[src/rtl/norm_sched_if.sv]
// rtl/norm_sched_if.sv - requester, normalize-unit and result signals of norm_sched
interface norm_sched_if #(
    parameter int NREQ = 4
);
    logic [NREQ-1:0]    req_valid;
    logic [48*NREQ-1:0] req_vec;
    logic [NREQ-1:0]    req_ready;
    logic               norm_en;
    logic [47:0]        norm_vec;
    logic [47:0]        norm_vec_n;
    logic               norm_valid;
    logic               res_valid;
    logic               res_ready;
    logic [47:0]        res_vec;
    logic [2:0]         res_id;
    logic               res_err;
    logic               busy;

    modport master (
        output req_valid, req_vec, norm_vec_n, norm_valid, res_ready,
        input  req_ready, norm_en, norm_vec, res_valid, res_vec, res_id, res_err, busy
    );

    modport slave (
        input  req_valid, req_vec, norm_vec_n, norm_valid, res_ready,
        output req_ready, norm_en, norm_vec, res_valid, res_vec, res_id, res_err, busy
    );
endinterface

[src/rtl/norm_sched.sv]
// rtl/norm_sched.sv - round-robin scheduler sharing one fp16 vector normalize unit
// Optional WAIT abort counter enabled by defining NORM_SCHED_TIMEOUT_EN.
module norm_sched #(
    parameter int NREQ    = 4,
    parameter int TIMEOUT = 63
) (
    input  logic        clk,
    input  logic        areset,
    norm_sched_if.slave bus
);
    typedef enum logic [1:0] {IDLE, ISSUE, WAIT, OUT} state_t;

    state_t          state;
    state_t          state_nxt;
    logic [2:0]      ptr;
    logic [NREQ-1:0] grant_oh;
    logic [2:0]      grant_id;
    logic            grant_any;
    logic [47:0]     grant_vec;
    logic            grant_zero;
    logic [47:0]     norm_vec_q;
    logic [47:0]     res_vec_q;
    logic [2:0]      res_id_q;
    logic            res_valid_q;
    logic            norm_en_c;
    logic            busy_c;
    logic            timed_out;

    // Two passes give round-robin priority: indices at/after ptr first, then the wrap-around.
    always_comb begin
        grant_oh  = '0;
        grant_id  = 3'd0;
        grant_any = 1'b0;
        grant_vec = '0;
        for (int i = 0; i < NREQ; i++) begin
            if (!grant_any && bus.req_valid[i] && (3'(i) >= ptr)) begin
                grant_any   = 1'b1;
                grant_id    = 3'(i);
                grant_oh[i] = 1'b1;
                grant_vec   = bus.req_vec[48*i +: 48];
            end
        end
        for (int i = 0; i < NREQ; i++) begin
            if (!grant_any && bus.req_valid[i] && (3'(i) < ptr)) begin
                grant_any   = 1'b1;
                grant_id    = 3'(i);
                grant_oh[i] = 1'b1;
                grant_vec   = bus.req_vec[48*i +: 48];
            end
        end
    end

    assign grant_zero = (grant_vec[46:32] == 15'd0) && (grant_vec[30:16] == 15'd0) &&
                        (grant_vec[14:0] == 15'd0);

    always_ff @(posedge clk or posedge areset) begin
        if (areset) begin
            state <= IDLE;
        end else begin
            state <= state_nxt;
        end
    end

    always_comb begin
        state_nxt = state;
        norm_en_c = 1'b0;
        busy_c    = 1'b1;
        case (state)
            IDLE: begin
                busy_c = 1'b0;
                if (grant_any) begin
                    state_nxt = grant_zero ? OUT : ISSUE;
                end
            end
            ISSUE: begin
                norm_en_c = 1'b1;
                state_nxt = WAIT;
            end
            WAIT: begin
                if (bus.norm_valid || timed_out) begin
                    state_nxt = OUT;
                end
            end
            OUT: begin
                if (bus.res_ready) begin
                    state_nxt = IDLE;
                end
            end
            default: state_nxt = IDLE;
        endcase
    end

    // Operand is captured at grant and left untouched until the next grant, so it
    // stays stable across both sampling points of the normalize unit.
    always_ff @(posedge clk or posedge areset) begin
        if (areset) begin
            ptr         <= 3'd0;
            norm_vec_q  <= '0;
            res_vec_q   <= '0;
            res_id_q    <= 3'd0;
            res_valid_q <= 1'b0;
        end else begin
            case (state)
                IDLE: begin
                    if (grant_any) begin
                        norm_vec_q <= grant_vec;
                        res_id_q   <= grant_id;
                        ptr        <= (grant_id == 3'(NREQ - 1)) ? 3'd0 : grant_id + 3'd1;
                        if (grant_zero) begin
                            res_vec_q   <= '0;
                            res_valid_q <= 1'b1;
                        end
                    end
                end
                WAIT: begin
                    if (bus.norm_valid) begin
                        res_vec_q   <= bus.norm_vec_n;
                        res_valid_q <= 1'b1;
                    end else if (timed_out) begin
                        res_vec_q   <= '0;
                        res_valid_q <= 1'b1;
                    end
                end
                OUT: begin
                    if (bus.res_ready) begin
                        res_valid_q <= 1'b0;
                    end
                end
                default: ;
            endcase
        end
    end

`ifdef NORM_SCHED_TIMEOUT_EN
    localparam int CW = $clog2(TIMEOUT + 1);

    logic [CW-1:0] wait_cnt;
    logic          err_q;

    assign timed_out = (state == WAIT) && !bus.norm_valid && (wait_cnt == CW'(TIMEOUT - 1));

    always_ff @(posedge clk or posedge areset) begin
        if (areset) begin
            wait_cnt <= '0;
            err_q    <= 1'b0;
        end else begin
            if (state == ISSUE) begin
                wait_cnt <= '0;
            end else if ((state == WAIT) && !bus.norm_valid) begin
                wait_cnt <= wait_cnt + 1'b1;
            end
            if ((state == IDLE) && grant_any) begin
                err_q <= 1'b0;
            end else if (timed_out) begin
                err_q <= 1'b1;
            end
        end
    end

    assign bus.res_err = err_q;
`else
    logic unused_timeout_cfg;

    assign unused_timeout_cfg = (TIMEOUT > 0);
    assign timed_out          = 1'b0;
    assign bus.res_err        = 1'b0;
`endif

    // Grants are suppressed while reset is asserted even though state already reads IDLE.
    assign bus.req_ready = ((state == IDLE) && !areset) ? grant_oh : '0;
    assign bus.norm_en   = norm_en_c;
    assign bus.busy      = busy_c;
    assign bus.norm_vec  = norm_vec_q;
    assign bus.res_vec   = res_vec_q;
    assign bus.res_id    = res_id_q;
    assign bus.res_valid = res_valid_q;
endmodule

[src/flat_wrapper.sv]
// flat-port wrapper written by rule: the top's interface ports become plain ports
module norm_sched_flat 
#(
    parameter int NREQ    = 4,
    parameter int TIMEOUT = 63
)
  (clk, areset, bus_req_valid, bus_req_vec, bus_norm_vec_n, bus_norm_valid, bus_res_ready, bus_req_ready, bus_norm_en, bus_norm_vec, bus_res_valid, bus_res_vec, bus_res_id, bus_res_err, bus_busy);
  norm_sched_if #(.NREQ(NREQ)) bus_i ();
  input  logic clk;
  input  logic areset;
  input wire logic [$bits(bus_i.req_valid)-1:0] bus_req_valid;
  input wire logic [$bits(bus_i.req_vec)-1:0] bus_req_vec;
  input wire logic [$bits(bus_i.norm_vec_n)-1:0] bus_norm_vec_n;
  input wire logic [$bits(bus_i.norm_valid)-1:0] bus_norm_valid;
  input wire logic [$bits(bus_i.res_ready)-1:0] bus_res_ready;
  output wire logic [$bits(bus_i.req_ready)-1:0] bus_req_ready;
  output wire logic [$bits(bus_i.norm_en)-1:0] bus_norm_en;
  output wire logic [$bits(bus_i.norm_vec)-1:0] bus_norm_vec;
  output wire logic [$bits(bus_i.res_valid)-1:0] bus_res_valid;
  output wire logic [$bits(bus_i.res_vec)-1:0] bus_res_vec;
  output wire logic [$bits(bus_i.res_id)-1:0] bus_res_id;
  output wire logic [$bits(bus_i.res_err)-1:0] bus_res_err;
  output wire logic [$bits(bus_i.busy)-1:0] bus_busy;
  assign bus_i.req_valid = bus_req_valid;
  assign bus_i.req_vec = bus_req_vec;
  assign bus_i.norm_vec_n = bus_norm_vec_n;
  assign bus_i.norm_valid = bus_norm_valid;
  assign bus_i.res_ready = bus_res_ready;
  assign bus_req_ready = bus_i.req_ready;
  assign bus_norm_en = bus_i.norm_en;
  assign bus_norm_vec = bus_i.norm_vec;
  assign bus_res_valid = bus_i.res_valid;
  assign bus_res_vec = bus_i.res_vec;
  assign bus_res_id = bus_i.res_id;
  assign bus_res_err = bus_i.res_err;
  assign bus_busy = bus_i.busy;
  norm_sched #(.NREQ(NREQ), .TIMEOUT(TIMEOUT)) u_core (.clk(clk), .areset(areset), .bus(bus_i));
endmodule
[config.mk]
export PLATFORM = sky130hd
export DESIGN_NAME = norm_sched_flat
export DESIGN_NICKNAME = d
export VERILOG_FILES = /design/src/rtl/norm_sched_if.sv /design/src/rtl/norm_sched.sv /design/src/flat_wrapper.sv
export SDC_FILE = /design/constraint.sdc
export NUM_CORES = 1
export LEC_CHECK = 0
export ABC_AREA = 0
export BUFFER_PORTS_ARGS = -buffer_cell sky130_fd_sc_hd__buf_2
export CELL_PAD_IN_SITES_DETAIL_PLACEMENT = 1
export CELL_PAD_IN_SITES_GLOBAL_PLACEMENT = 1
export CORE_MARGIN = 2
export CORE_UTILIZATION = 35
export CTS_BUF_LIST = sky130_fd_sc_hd__clkbuf_16
export DETAILED_ROUTE_END_ITERATION = 10
export PLACE_DENSITY_LB_ADDON = 0.1
export SLEW_MARGIN = 0
export SYNTH_ARGS = -nofsm -noshare
export SYNTH_HDL_FRONTEND = slang
export SYNTH_SLANG_ARGS = --single-unit
[constraint.sdc]
create_clock -name clk -period 8 [get_ports clk]
set_input_delay 0.4 -clock clk [delete_from_list [all_inputs] [get_ports clk]]
set_output_delay 0.4 -clock clk [all_outputs]
set_load 0.01 [all_outputs]
==> flow_metrics.tcl, run 1 <==
set metrics [dict create \
    cp_slowest_cell "nand3_2" \
    r2r_slack_ns 2.91 \
    pwr-share-seq 0.285 \
    skew_ns 0.0151 \
    holdCritPathClass "in2async" \
    cp-start-kind "flop" \
    ctsHoldBuffers 0 \
    maxCapViolCount 0 \
    syn_avg_cell_area_um2 8.07 \
    reg2reg_depth 12 \
    cts_resized 0 \
    cts_buffer_depth 2 \
    yosys_warnings 0 \
    gr-usage-met3 0.0577 \
    drc_errors 0 \
    htree_levels 3 \
    irDropWorstVdd_mv 0.150 \
    area_growth_syn_to_layout_pct 31.5 \
    clk_latency_ns 0.37 \
    antenna_found_initial 5 \
    hpwl_mm 24.0 \
    path_clk_slew_ns 0.09 \
    cts_tree "built" \
    synthArstFlopShare 1.00 \
    slew_headroom 0.290 \
    placed_area_mm2 0.00889 \
    status "finished clean" \
    worstPathCellList "buf_4, nor3b_2, nand3_2, nand2_1, a311oi_1, nor4_1, and4_1, nand4_1, nor4_2, a21oi_4, buf_4, mux2i_1" \
    core-area_mm2 0.0195 \
    synth.most_common_cell "nand2_1" \
    numCtsBuffers 9 \
    drt_iter0_markers 623 \
    yosysSeqAreaShare 0.368 \
    rsz0062_at_grt "false" \
    ys_top_cells_by_count "nand2_1 (136), dfrtp_1 (103), a21oi_1 (61)" \
    grt_pass1_wl_mm 49.1 \
    grt_pass1_vias 8512 \
    required_ns 8.20 \
    r2r-end "u_core.bus.res_vec[29]$_DFFE_PP0P_" \
    internal_power_mw 1.63 \
    finish.utilization 0.472 \
    num_vias 8067 \
    vias_per_cell 5.59 \
    worst_setup_path_end_kind "flop" \
    ys_types 60 \
    power_switching_mw 1.45 \
    worstPathMaxFanout 51 \
    setup_viol 0 \
    synthFlopType "dfrtp_1" \
    period_minus_slack_ns 5.09 \
    use_met2 0.483 \
    power_leakage_nw 4.81 \
    synth_area_leaders "dfrtp_1 (37%), nand2_1 (7.3%), mux2i_1 (7.0%), a21oi_1 (4.4%), nand3_1 (3.3%)" \
    gp_congestion 0.965 \
    dr.pass1.iters 5 \
    grtUsageMet1 0.380 \
    post_drt_wl_per_cell_um 22.0 \
    die_x_um 145 \
    tns_ns 0 \
    initial_utilization 0.359 \
    p_sw_frac 0.471 \
    io_pins 355 \
    tightest_slew_ns 1.06 \
    dieArea_mm2 0.0211 \
    synth_edf_count 0 \
    yosysTopAreaCell "dfrtp_1" \
    clock.fmax_mhz 196 \
    syn-cell-area_mm2 0.00700 \
    nets 1421 \
    maxSlewViolCount 0 \
    syn_inst 868 \
    cp_data_arrival_time_ns 5.30 \
    slowest_delay_ns 0.79 \
    grtUsageTotal 0.294 \
    grt_busiest_layer "met2" \
    ys_seq_elements 103 \
    io_buffers 352 \
    post-route-period-util 0.637 \
    std_cell_rows 51 \
    routed_wl_mm 31.7 \
    power_mw 3.08 \
    clock-sinks 103 \
    postRouteAntennaNets 0 \
    synthDominantCellAreaShare 0.368 \
    critPathMostFrequentCell "buf_4" \
    final_hold_viol_count 0 \
    critPathKind "reg2reg" \
    grt_max_degree 90 \
    fin_area_mm2 0.00921 \
    clkPwrFrac 0.154 \
    chipHeight_um 145 \
    grt_overflow_total 0 \
    drive_gt1_frac 0.353 \
    power.density_mw_per_mm2 334 \
    post_cts_buffers 0 \
    pwr-share-comb 0.561 \
    r2r-start "u_core.ptr[1]$_DFFE_PP0P_" \
    root_buffer "clkbuf_16" \
]
## cells in the final DEF, fill, tap and decap left out, types with 9 or more instances in the layout
master / synthesis / final
mux2i_1: 49 / 49
nand3_1: 46 / 46
a21o_1: 13 / 13
a221oi_1: 9 / 9
nand2_1: 136 / 136
o22ai_1: 36 / 36
a21oi_1: 61 / 60
dfrtp_1: 103 / 102
buf_4: 3 / 13
buf_2: 18 / 352
mux2_2: 14 / 14
or3_1: 13 / 13
nor2_1: 46 / 45
and3_1: 12 / 12
a211oi_1: 23 / 23
inv_1: 57 / 56
clkbuf_16: 0 / 9
o31ai_1: 11 / 11
nor3_1: 11 / 10
o21ai_0: 41 / 41
## per-stage QoR
step                      cells  setup WS, ns  hold slack (ns)
after floorplan             869          4.39            0.516
after global placement     1423          3.19            0.457
after detailed placement   1423          3.03            0.466
after CTS                  1439          3.02           0.0616
after global routing       1441          2.66           0.0847
final                      1442          2.91           0.0523
## routing by layer
metal  up-vias  wire length [um]
li1       3722                 -
met1      3873             13400
met2       391             14800
met3        79              2160
met4         2              1270
met5         -                13
## critical path: cells and delay by family, from the launching register on
kind,cells,cell delay [ns]
muxes,1,0.21
and+or+nand+nor,7,3.24
DFF,1,0.35
AOI/OAI and AO/OA,2,0.21
buffers and inverters,2,0.82
## layout make-up
cell class | count | area (um^2)
inverter | 57 | 216
timing repair buffer | 365 | 1860
clock buffer | 9 | 225
clock inverter | 7 | 86.3
multi-input combinational | 633 | 3900
sequential | 103 | 2580
antenna | 3 | 7.51
tap | 265 | 332
fill | 2547 | 10300
## power groups by stage
stage          Sequential, mW  Combinational (mW)  Clock, mW
5_1_grt                 0.911                1.89      0.501
4_1_cts                 0.881                1.72      0.485
2_1_floorplan           0.962               0.970          0
6_report                0.878                1.73      0.473
3_3_place_gp            0.881                1.69          0
3_5_place_dp            0.890                1.72          0
## worst max-delay path by stage
stage | from | end | slack [ns] | depth (start not counted)
global route | u_core.ptr[1]$_DFFE_PP0P_ | u_core.bus.res_vec[29]$_DFFE_PP0P_ | 2.66 | 12
global placement | u_core.ptr[1]$_DFFE_PP0P_ | u_core.bus.res_vec[39]$_DFFE_PP0P_ | 3.19 | 13
detailed placement | u_core.ptr[1]$_DFFE_PP0P_ | u_core.bus.res_vec[44]$_DFFE_PP0P_ | 3.03 | 12
CTS | u_core.ptr[1]$_DFFE_PP0P_ | u_core.bus.res_vec[29]$_DFFE_PP0P_ | 3.02 | 12
finish | u_core.ptr[1]$_DFFE_PP0P_ | u_core.bus.res_vec[29]$_DFFE_PP0P_ | 2.91 | 12
floorplan | areset | bus_req_ready[0] | 4.39 | 3
## state kept, by name, summed over array words and instances (netlist names)
name / count
u_core.bus.res_valid: 1
u_core.bus.res_id: 2
u_core.bus.res_vec: 48
u_core.ptr: 2
u_core.bus.norm_vec: 48
u_core.state: 2
## logic make-up after synthesis
logic type      share of synthesized area
flops                               0.368
simple gates                        0.221
compound gates                      0.231
fa+ha+maj                         0.00715
buf+inv                            0.0804
mux                                0.0926
other cells                      0.000536
(Power assumes the default switching activity.)
==> inputs of run 2 (changes only) <==
--- a/config.mk
+++ b/config.mk
@@ -10,7 +10,7 @@
 export CELL_PAD_IN_SITES_DETAIL_PLACEMENT = 1
 export CELL_PAD_IN_SITES_GLOBAL_PLACEMENT = 1
 export CORE_MARGIN = 2
-export CORE_UTILIZATION = 35
+export CORE_UTILIZATION = 32
 export CTS_BUF_LIST = sky130_fd_sc_hd__clkbuf_16
 export DETAILED_ROUTE_END_ITERATION = 10
 export PLACE_DENSITY_LB_ADDON = 0.1
==> constraint.sdc (replaced) <==
create_clock -name clk -period 4.72 [get_ports clk]
set_input_delay 0.236 -clock clk [delete_from_list [all_inputs] [get_ports clk]]
set_output_delay 0.236 -clock clk [all_outputs]
set_load 0.01 [all_outputs]
==> flow_metrics.tcl, run 2 (synthesis gave the netlist of run 1 again) <==
set metrics [dict create \
    power.density_mw_per_mm2 560 \
    grtUsageTotal 0.270 \
    vias_per_cell 5.44 \
    grt_max_degree 90 \
    critPathKind "reg2reg" \
    post_drt_wl_per_cell_um 21.6 \
    path_clk_slew_ns 0.09 \
    layout_common_cells "buf_2 (352), nand2_1 (136), dfrtp_1 (102)" \
    cts_buffer_depth 2 \
    tns_ns 0 \
    setup_viol 0 \
    area_growth_syn_to_layout_pct 33.4 \
    cp_data_arrival_time_ns 4.49 \
    layout_commonest_cell "buf_2" \
    cts_resized 0 \
    dieArea_mm2 0.0231 \
    worstPathMaxFanout 23 \
    ctsHoldBuffers 0 \
    nets 1435 \
    violations "negative hold slack" \
    dr.pass1.iters 5 \
    cp-start-kind "flop" \
    fill_cells 2740 \
    rsz0062_at_grt "false" \
    power_leakage_nw 4.87 \
    core-area_mm2 0.0216 \
    chipHeight_um 152 \
    clk_latency_ns 0.36 \
    finish.utilization 0.432 \
    worst_setup_path_end_kind "flop" \
    layout_setup_ws_ns 0.461 \
    die_x_um 152 \
    final_hold_viol_count 4 \
    htree_levels 3 \
    grt_pass1_wl_mm 48.9 \
    dp_slack_ns 0.440 \
    io_buffers 352 \
    hpwl_mm 24.4 \
    slew_headroom 0.359 \
    drc_errors 0 \
    maxCapViolCount 0 \
    holdCritPathClass "in2async" \
    period_minus_slack_ns 4.26 \
    required_ns 4.95 \
    grt_pass1_vias 8224 \
    postRouteAntennaNets 0 \
    gp_congestion 0.923 \
    numCtsBuffers 9 \
    seq_area_mm2 0.00258 \
    std_cell_rows 54 \
    post-route-period-util 0.902 \
    holdWs_ns -0.0142 \
    status "finished with violations" \
    tightest_slew_ns 0.962 \
    grt_overflow_total 0 \
    clock-sinks 103 \
    num_vias 8026 \
    clock.fmax_mhz 235 \
    drt_iter0_markers 443 \
    root_buffer "clkbuf_16" \
    initial_utilization 0.324 \
    antenna_found_initial 9 \
    skew_ns 0.0113 \
    irDropWorstVdd_mv 0.240 \
    routed_wl_mm 31.8 \
    post_cts_buffers 0 \
    cts_tree "built" \
    io_pins 355 \
    maxSlewViolCount 0 \
    multi_input_area_mm2 0.00391 \
    r2r_slack_ns 0.46 \
    drive_gt1_frac 0.360 \
]
[run 2: per-layer routing]
metal / up-vias / track usage / part of all wire
met5: - / 0 / 0.0012
met4: 6 / 0.0890 / 0.027
met3: 55 / 0.0633 / 0.068
li1: 3745 / - / -
met2: 336 / 0.446 / 0.47
met1: 3884 / 0.348 / 0.43
[run 2: final cells by class]
cell class / instances / share of cell area
inverters: 57 / 0.0232
diodes: 7 / 0.00188
clock inverters: 7 / 0.00696
multi-input cells: 633 / 0.419
well taps: 280 / 0.0375
repair buffers: 379 / 0.212
flip-flops and latches: 103 / 0.276
clock buffers: 9 / 0.0241
[run 2: path summary, 6_finish.rpt]
check,start,to,cells past startpoint
setup / recovery,u_core.ptr[1]$_DFFE_PP0P_,u_core.bus.res_vec[22]$_DFFE_PP0P_,12
hold / removal,areset,u_core.bus.res_vec[16]$_DFFE_PP0P_,2
setup reg to reg,u_core.ptr[1]$_DFFE_PP0P_,u_core.bus.res_vec[22]$_DFFE_PP0P_,12
hold reg to reg,u_core.bus.norm_vec[24]$_DFFE_PP0P_,u_core.bus.norm_vec[24]$_DFFE_PP0P_,2
max in group asynchronous,areset,u_core.bus.norm_vec[40]$_DFFE_PP0P_,3
min in group clk,bus_norm_vec_n[43],u_core.bus.res_vec[43]$_DFFE_PP0P_,3
[run 2: through the flow]
stage	cell area (um^2)	total power, mW	instances
after floorplan	7000	3.27	869
after global placement	9030	4.44	1452
after detailed placement	9030	4.50	1452
after CTS	9320	5.27	1468
after global routing	9330	5.64	1472
final	9340	5.24	1475
[run 2: where the power goes]
| group | leakage (nW) | switching, mW | internal [mW] | total (mW) |
|---|---|---|---|---|
| Combinational | 3.41 | 1.83 | 1.15 | 2.98 |
| Clock | 0.137 | 0.388 | 0.370 | 0.758 |
| Sequential | 1.32 | 0.240 | 1.26 | 1.50 |
[run 2: critical path, stage by stage (launching register included)]
cell and delay (ns):
dfrtp_2 0.57, nor2b_1 0.21, o21ba_1 0.64, nor3_2 0.28
buf_4 0.27, a211oi_1 0.28, nor3_1 0.11, nor4_1 0.53
nand4_1 0.25, nor4_2 0.45, a21oi_4 0.13, buf_4 0.25
mux2i_1 0.16
==> inputs of run 3 (changes only) <==
--- a/config.mk
+++ b/config.mk
@@ -6,13 +6,13 @@
 export NUM_CORES = 1
 export LEC_CHECK = 0
 export ABC_AREA = 0
-export BUFFER_PORTS_ARGS = -buffer_cell sky130_fd_sc_hd__buf_2
 export CELL_PAD_IN_SITES_DETAIL_PLACEMENT = 1
 export CELL_PAD_IN_SITES_GLOBAL_PLACEMENT = 1
-export CORE_MARGIN = 2
-export CORE_UTILIZATION = 32
+export CORE_AREA = 2 2 140 142
 export CTS_BUF_LIST = sky130_fd_sc_hd__clkbuf_16
 export DETAILED_ROUTE_END_ITERATION = 10
+export DIE_AREA = 0 0 142 144
+export DONT_BUFFER_PORTS = 1
 export PLACE_DENSITY_LB_ADDON = 0.1
 export SLEW_MARGIN = 0
 export SYNTH_ARGS = -nofsm -noshare
==> flow_metrics.tcl, run 3 (synthesis gave the netlist of run 1 again) <==
set metrics [dict create \
    status "finished clean" \
    dieArea_mm2 0.0204 \
    ctsHoldBuffers 4 \
    critPathKind "reg2reg" \
    initial_utilization 0.367 \
    worstPathMaxFanout 48 \
    tns_ns 0 \
    tightest_slew_ns 0.992 \
    holdCritPathClass "in2reg" \
    irDropWorstVdd_mv 0.265 \
    setup_viol 0 \
    htree_levels 3 \
    drive_gt1_frac 0.0861 \
    fin_area_mm2 0.00754 \
    antenna_found_initial 0 \
    skew_ns 0.0108 \
    io_buffers 0 \
    chipHeight_um 144 \
    grt_max_degree 90 \
    required_ns 4.92 \
    grt_overflow_total 0 \
    vias_per_cell 6.34 \
    grt_pass1_vias 7079 \
    area_growth_syn_to_layout_pct 7.76 \
    period_minus_slack_ns 4.31 \
    maxCapViolCount 0 \
    nets 1083 \
    path_clk_slew_ns 0.08 \
    cts_resized 0 \
    fill_cells 2310 \
    numCtsBuffers 9 \
    clock-sinks 103 \
    maxSlewViolCount 0 \
    post_cts_buffers 0 \
    power_mw 4.83 \
    dr.pass1.iters 5 \
    root_buffer "clkbuf_16" \
    postRouteAntennaNets 0 \
    clock.fmax_mhz 232 \
    num_vias 6810 \
    placed_area_mm2 0.00718 \
    std_cell_rows 51 \
    io_pins 355 \
    dp_slack_ns 0.405 \
    drt_iter0_markers 412 \
    hpwl_mm 21.8 \
    grt_pass1_wl_mm 42.7 \
    slew_headroom 0.339 \
    post_drt_wl_per_cell_um 27.2 \
    worst_setup_path_end_kind "flop" \
    cts_tree "built" \
    routed_wl_mm 29.2 \
    num_antenna_cells 0 \
    cp-start-kind "flop" \
    drc_errors 0 \
    layout_commonest_cell "nand2_1" \
    clk_latency_ns 0.36 \
    core-area_mm2 0.0191 \
    cp_data_arrival_time_ns 4.50 \
    final_hold_viol_count 0 \
    cts_buffer_depth 2 \
    finish.utilization 0.395 \
    die_x_um 142 \
    post-route-period-util 0.912 \
    layout_setup_ws_ns 0.415 \
    grtUsageTotal 0.276 \
    power.density_mw_per_mm2 641 \
    gp_congestion 0.918 \
    rsz0062_at_grt "false" \
    power_leakage_nw 3.41 \
    layout_common_cells "nand2_1 (136), dfrtp_1 (102), a21oi_1 (60)" \
]
## run 3: worst paths after layout
check	slack, ns	endpoint	depth (start not counted)	start
setup / recovery	0.41	u_core.bus.res_vec[28]$_DFFE_PP0P_	11	u_core.ptr[1]$_DFFE_PP0P_
hold / removal	0.01	u_core.bus.res_vec[34]$_DFFE_PP0P_	2	bus_norm_vec_n[34]
setup reg to reg	0.41	u_core.bus.res_vec[28]$_DFFE_PP0P_	11	u_core.ptr[1]$_DFFE_PP0P_
hold reg to reg	0.54	u_core.ptr[0]$_DFFE_PP0P_	1	u_core.ptr[0]$_DFFE_PP0P_
max in group asynchronous	2.96	u_core.ptr[1]$_DFFE_PP0P_	3	areset
min in group asynchronous	0.37	u_core.bus.res_vec[46]$_DFFE_PP0P_	2	areset
## run 3: power breakdown
| part | internal (mW) | switching, mW | total (mW) |
|---|---|---|---|
| Clock | 0.430 | 0.386 | 0.816 |
| Combinational | 0.842 | 1.39 | 2.23 |
| Sequential | 1.26 | 0.523 | 1.79 |
| Total | 2.53 | 2.30 | 4.83 |
## run 3: critical path: stages (launching register included)
cell and delay, ns:
dfrtp_2 0.67, nor3b_2 0.48, nand3_2 0.44, buf_4 0.34, o22ai_1 0.16, nor3_1 0.09
nor4_1 0.55, nand4_1 0.25, nor4_2 0.45, a21oi_4 0.08, buf_4 0.37, mux2i_1 0.22
## run 3: metal layers
metal  up-vias  track usage  wire length [um]
met5         -            0                 0
met3        52       0.0917              3010
met1      3377        0.328             11100
li1       3044            -                 -
met2       337        0.464             14200
met4         0        0.108               905
## run 3: cell type report
class	count	area, um^2	area share
Sequential cell	103	2580	0.342
Inverter	57	216	0.0287
Tap cell	238	298	0.0395
Multi-Input combinational cell	633	3900	0.517
Timing Repair Buffer	27	225	0.0299
Clock inverter	7	97.6	0.0129
Clock buffer	9	225	0.0299
## run 3: through the flow
stage | std cells | hold slack (ns)
final | 1074 | 0.0148
after global routing | 1074 | 0.00405
after CTS | 1074 | 0.00000727
after detailed placement | 1054 | 0.145
after global placement | 1054 | 0.144
after floorplan | 869 | 0.379
